<file path="src/rtl/load_store_unit.sv">
// Load/store sequencer in front of a byte-lane BRAM with a registered read port.
// Optional macro MISALIGN_TRAP_EN: reject misaligned halfword/word accesses with resp_err 01.
module load_store_unit #(
    parameter logic [31:0] ADDR_BASE  = 32'h0000_0000,
    parameter int          MEM_ADDR_W = 11
) (
    input  logic                  i_clk,
    input  logic                  i_reset,
    input  logic                  i_req_valid,
    output logic                  o_req_ready,
    input  logic                  i_req_write,
    input  logic [2:0]            i_req_funct3,
    input  logic [31:0]           i_req_addr,
    input  logic [31:0]           i_req_wdata,
    output logic                  o_resp_valid,
    input  logic                  i_resp_ready,
    output logic [31:0]           o_resp_rdata,
    output logic [1:0]            o_resp_err,
    output logic                  o_bram_write,
    output logic [2:0]            o_bram_funct3,
    output logic [MEM_ADDR_W-1:0] o_bram_addr,
    output logic [31:0]           o_bram_din,
    input  logic [31:0]           i_bram_dout
);

    typedef enum logic [2:0] {
        S_IDLE    = 3'd0,
        S_WRITE   = 3'd1,
        S_READ    = 3'd2,
        S_CAPTURE = 3'd3,
        S_RESP    = 3'd4
    } state_t;

    state_t                r_state, w_state_nxt;
    logic [2:0]            r_funct3;
    logic [MEM_ADDR_W-1:0] r_addr;
    logic [31:0]           r_wdata;
    logic [31:0]           r_rdata;
    logic [1:0]            r_err;

    logic                  w_hs;
    logic                  w_illegal;
    logic                  w_range;
    logic                  w_misalign;
    logic [1:0]            w_err;
    logic [MEM_ADDR_W-1:0] w_bram_off;
    logic [31:0]           w_ext;

    assign w_hs = i_req_valid && (r_state == S_IDLE);

    always_comb begin
        if (i_req_write)
            w_illegal = i_req_funct3[2] || (i_req_funct3 == 3'b011);
        else
            w_illegal = (i_req_funct3 == 3'b011) || (i_req_funct3[2:1] == 2'b11);
    end

    assign w_range = (i_req_addr[31:MEM_ADDR_W] != ADDR_BASE[31:MEM_ADDR_W]);

`ifdef MISALIGN_TRAP_EN
    assign w_misalign = ((i_req_funct3[1:0] == 2'b01) && i_req_addr[0]) ||
                        ((i_req_funct3[1:0] == 2'b10) && (i_req_addr[1:0] != 2'b00));
`else
    assign w_misalign = 1'b0;
`endif

    // Highest-priority error wins: illegal, then range, then alignment.
    always_comb begin
        w_err = 2'b00;
        if (w_illegal)       w_err = 2'b11;
        else if (w_range)    w_err = 2'b10;
        else if (w_misalign) w_err = 2'b01;
    end

    assign w_bram_off = i_req_addr[MEM_ADDR_W-1:0] - ADDR_BASE[MEM_ADDR_W-1:0];

    always_comb begin
        w_ext = '0;
        case (r_funct3)
            3'b000:  w_ext = {{24{i_bram_dout[7]}}, i_bram_dout[7:0]};
            3'b001:  w_ext = {{16{i_bram_dout[15]}}, i_bram_dout[15:0]};
            3'b010:  w_ext = i_bram_dout;
            3'b100:  w_ext = {24'd0, i_bram_dout[7:0]};
            3'b101:  w_ext = {16'd0, i_bram_dout[15:0]};
            default: w_ext = '0;
        endcase
    end

    always_comb begin
        w_state_nxt = r_state;
        case (r_state)
            S_IDLE: begin
                if (w_hs) begin
                    if (w_err != 2'b00)   w_state_nxt = S_RESP;
                    else if (i_req_write) w_state_nxt = S_WRITE;
                    else                  w_state_nxt = S_READ;
                end
            end
            S_WRITE:   w_state_nxt = S_RESP;
            S_READ:    w_state_nxt = S_CAPTURE;
            S_CAPTURE: w_state_nxt = S_RESP;
            S_RESP:    if (i_resp_ready) w_state_nxt = S_IDLE;
            default:   w_state_nxt = S_IDLE;
        endcase
    end

    always_ff @(posedge i_clk or posedge i_reset) begin
        if (i_reset) r_state <= S_IDLE;
        else         r_state <= w_state_nxt;
    end

    // rdata is cleared at accept so stores and errors answer with zero.
    always_ff @(posedge i_clk or posedge i_reset) begin
        if (i_reset) begin
            r_funct3 <= '0;
            r_addr   <= '0;
            r_wdata  <= '0;
            r_rdata  <= '0;
            r_err    <= '0;
        end else begin
            if (w_hs) begin
                r_funct3 <= i_req_funct3;
                r_addr   <= w_bram_off;
                r_wdata  <= i_req_wdata;
                r_rdata  <= '0;
                r_err    <= w_err;
            end
            if (r_state == S_CAPTURE)
                r_rdata <= w_ext;
        end
    end

    assign o_req_ready   = (r_state == S_IDLE);
    assign o_resp_valid  = (r_state == S_RESP);
    assign o_bram_write  = (r_state == S_WRITE);
    assign o_resp_rdata  = r_rdata;
    assign o_resp_err    = r_err;
    assign o_bram_funct3 = r_funct3;
    assign o_bram_addr   = r_addr;
    assign o_bram_din    = r_wdata;

endmodule

</file>
<file path="config.mk">
export PLATFORM = sky130hd
export DESIGN_NAME = load_store_unit
export DESIGN_NICKNAME = d
export VERILOG_FILES = /design/src/rtl/load_store_unit.sv
export SDC_FILE = /design/constraint.sdc
export NUM_CORES = 1
export LEC_CHECK = 0
export ABC_AREA = 1
export CORE_ASPECT_RATIO = 1.25
export CORE_MARGIN = 3
export CORE_UTILIZATION = 39
export DETAILED_ROUTE_END_ITERATION = 10
export GPL_ROUTABILITY_DRIVEN = 0
export PLACE_DENSITY = 0.86
export SETUP_SLACK_MARGIN = 0.05
export SYNTH_ARGS = -nofsm -noshare
export SYNTH_HDL_FRONTEND = slang
export SYNTH_SLANG_ARGS = --single-unit
export TNS_END_PERCENT = 20
</file>
<file path="constraint.sdc">
create_clock -name i_clk -period 4.25 [get_ports i_clk]
set_input_delay 1.275 -clock i_clk [delete_from_list [all_inputs] [get_ports i_clk]]
set_output_delay 1.275 -clock i_clk [all_outputs]
set_load 0.02 [all_outputs]
</file>
==> key figures <==
Cells and area
  – Final net count: between 600 and 700
  – Sequential standard cell area: 2080 sq um
  – Layout cell share with drive strength beyond 1: 4.93%
  – Commonest non-fill, non-tap cells in the layout: 186 x clkdlybuf4s50_1, 158 x nand2_1, 83 x dfrtp_1
  – Area of the multi-input gates: 1230 sq um
  – Commonest non-fill, non-tap cell in the layout: clkdlybuf4s50_1
  – P&R area growth vs syn: 60.0%
  – N_diodes: 0
  – Filler cell count: 756

STA
  – Final hold vios: 0
  – Fin Setup TNS: 0 ns
  – RSZ-0062 raised after global routing: false
  – Fin Hold WS: 0.480 ns
  – Final Max Tran Viols: 0
  – Final setup fails: 0
  – Crit share post-route: 70.0%
  – Tmin final: about 3.0 ns
  – Worst-Margin Slew: ~0.94 ns
  – Max Clock Skew: 0.00762 ns
  – Max-slew headroom: between 30 and 40%
  – Max Freq: 336 MHz

Clock network
  – H-tree levels: 3
  – CTS Sinks: 83
  – Post_cts resized: 0
  – Worst skew pair latency: between 0.3 and 0.4 ns
  – Root Buffer: clkbuf_8
  – CTS tree: done
  – Post-CTS Setup Inserts: 0
  – Number of buffers inserted by hold repair at cts: 0
  – Clock-pin transition on the worst setup and hold timing paths: 0.08 ns
  – CTS max path bufs: 2
  – TritonCTS Buffers: 9

Detailed routing
  – Routed Antenna Nets: 0
  – Wire per inst: 13.8 um
  – DRC Markers: 0
  – First drt pass iteration count: 4
  – Vias per cell: 4.75
  – Final WL: just under 10 mm
  – Initial DRC count: 153
  – Routed via count: between 3000 and 4000

Worst setup path
  – CP endpoint kind: output port
  – Setup crit start kind: register
  – Reg-to-reg endpoint: o_resp_rdata[0]
  – Critical path endpoint: o_resp_valid
  – Reg-to-reg startpoint: r_state[2]
  – Worst Reg-to-Reg Cells: 4
  – Req. time, crit path: 2.97 ns
  – CP max FO: 5
  – Crit-path cells: nor3_1 > clkdlybuf4s50_1
  – R2r setup slk: 2.16 ns
  – CP Class: reg2out
  – Levels on crit path: 2
  – Cell type group with the largest total delay on the critical path: buffers and inverters
  – CP max-delay cell: clkdlybuf4s50_1
  – CP Buf/Inv Count: 1
  – Slowest Stage Delay on Critical Path: 0.67 ns
  – CP arrival: about 1.7 ns
  – Critical Path Source: r_state[0]

Global route
  – Largest net degree at the start of global routing: 84
  – Met2 usage: 33.6%
  – Grt peak-use layer: met2
  – GR Layer Usage met3: 6.50%
  – Gr ovfl total: 0
  – Met1 GRT Util: between 20% and 30%
  – Number of global-route vias before repair: 3357
  – Total GRT Usage: 19.5%
  – First-pass GRT wire length: 16.0 mm
  – Initial antenna violation count: 0

Die
  – Initial Util: 40.1%
  – Core Area: around 8700 sq um
  – Num rows: 38
  – Die Footprint: 10200 sq um
  – Ports: 187
  – Die Ht: 112 um
  – Die Width: 90.9 um

Pwr
  – Leak: 2.59 nW
  – Pwr per Cell Area: 565 nW/um^2
  – Peak VDD IR: 0.000366 V

Run
  – Total of max-cap violations: 0

Synthesis
  – Post-synth ARST share: 100%
  – Sequential share of the synthesized area: between 50% and 60%
  – Post-synth EDFFs: 0
  – Syn_area_per_cell: between 8 and 9 sq um
  – Syn nets: 508
  – Count of synthesis-stage warnings from yosys: 0
  – Count of cell types in the netlist: 21
  – #FFs+latches synth: 83
  – Netlist Area Pre-Place: around 3500 sq um
  – Top_reg_cell synth: dfrtp_1
  – Synth Instances: just over 400

Hold path
  – Hold Path Cell Cnt: 2
  – Min-delay worst type: reg2reg

Outcome
  – Outcome: finished clean

Place
  – Post-DP HPWL: 7.32 mm
  – PortBufs: 186
==> cell families after synthesis <==
kind of cell           synth area share, %
and+or+nand+nor                       24.9
DFF                                   59.2
AOI/OAI and AO/OA                     9.91
buffers and inverters                 6.06
==> metal layers <==
metal  wire length [um]  vias to the layer above
met5                  0                        -
met4                112                        0
met3                802                       11
met2               5020                      118
met1               3820                     1587
li1                   -                     1646
==> cell usage after synthesis (2+ instances only) <==
cell type	count	area (sq um)
inv_1	16	60.1
nand2_2	2	12.5
nand3_1	34	170
inv_2	2	7.51
o21ai_0	26	130
buf_6	3	33.8
nor2_1	18	67.6
o21ai_1	12	60.1
a21oi_1	25	125
clkbuf_1	3	11.3
dfrtp_1	83	2080
buf_4	10	75.1
nand2_1	158	593
buf_2	5	25.0
==> worst min path at each step <==
| stage | endpoint | startpoint | slack, ns |
|---|---|---|---|
| 2_1_floorplan | r_state[1] | r_state[2] | 0.57 |
| 3_3_place_gp | o_bram_addr[8] | o_bram_addr[8] | 0.46 |
| 3_5_place_dp | o_bram_addr[10] | o_bram_addr[10] | 0.47 |
| 4_1_cts | o_bram_addr[10] | o_bram_addr[10] | 0.49 |
| 5_1_grt | o_bram_din[26] | o_bram_din[26] | 0.50 |
| 6_report | o_bram_din[18] | o_bram_din[18] | 0.48 |
==> state kept, by name, summed over array words and instances (netlist names) <==
register / count
o_resp_err: 2
o_resp_rdata: 32
o_bram_funct3: 3
o_bram_addr: 11
r_state: 3
o_bram_din: 32
==> cell type report <==
cell class	instances	area share (%)
Sequential cell	83	37.0
Timing Repair Buffer	189	33.5
Multi-Input combinational cell	282	21.8
Clock buffer	12	2.94
Tap cell	120	2.67
Inverter	18	1.22
Clock inverter	4	0.846
==> worst min-delay path: cells and delay by family, from the launching register on <==
family        cells  cell delay [ns]
simple gates      2             0.10
flops             1             0.35
==> power by group <==
group / internal, W / switching (W)
registers: 0.00101 / 0.000143
clock network: 0.000318 / 0.000271
logic: 0.000634 / 0.000794
==> stage by stage <==
| stage | area [sq um] | instances | power [W] | worst slack [ns] | utilization (%) |
|---|---|---|---|---|---|
| 2_1_floorplan | 3510 | 404 | 0.00194 | 0.838 | - |
| 3_3_place_gp | 5410 | 692 | 0.00257 | 1.47 | 61.8 |
| 3_5_place_dp | 5410 | 692 | 0.00261 | 1.38 | 61.8 |
| 4_1_cts | 5620 | 708 | 0.00321 | 1.25 | 64.2 |
| 5_1_grt | 5620 | 708 | 0.00338 | 1.20 | 64.2 |
| 6_report | 5620 | 708 | 0.00317 | 1.28 | 64.2 |
Note: power is estimated with default switching activity, not from simulation.
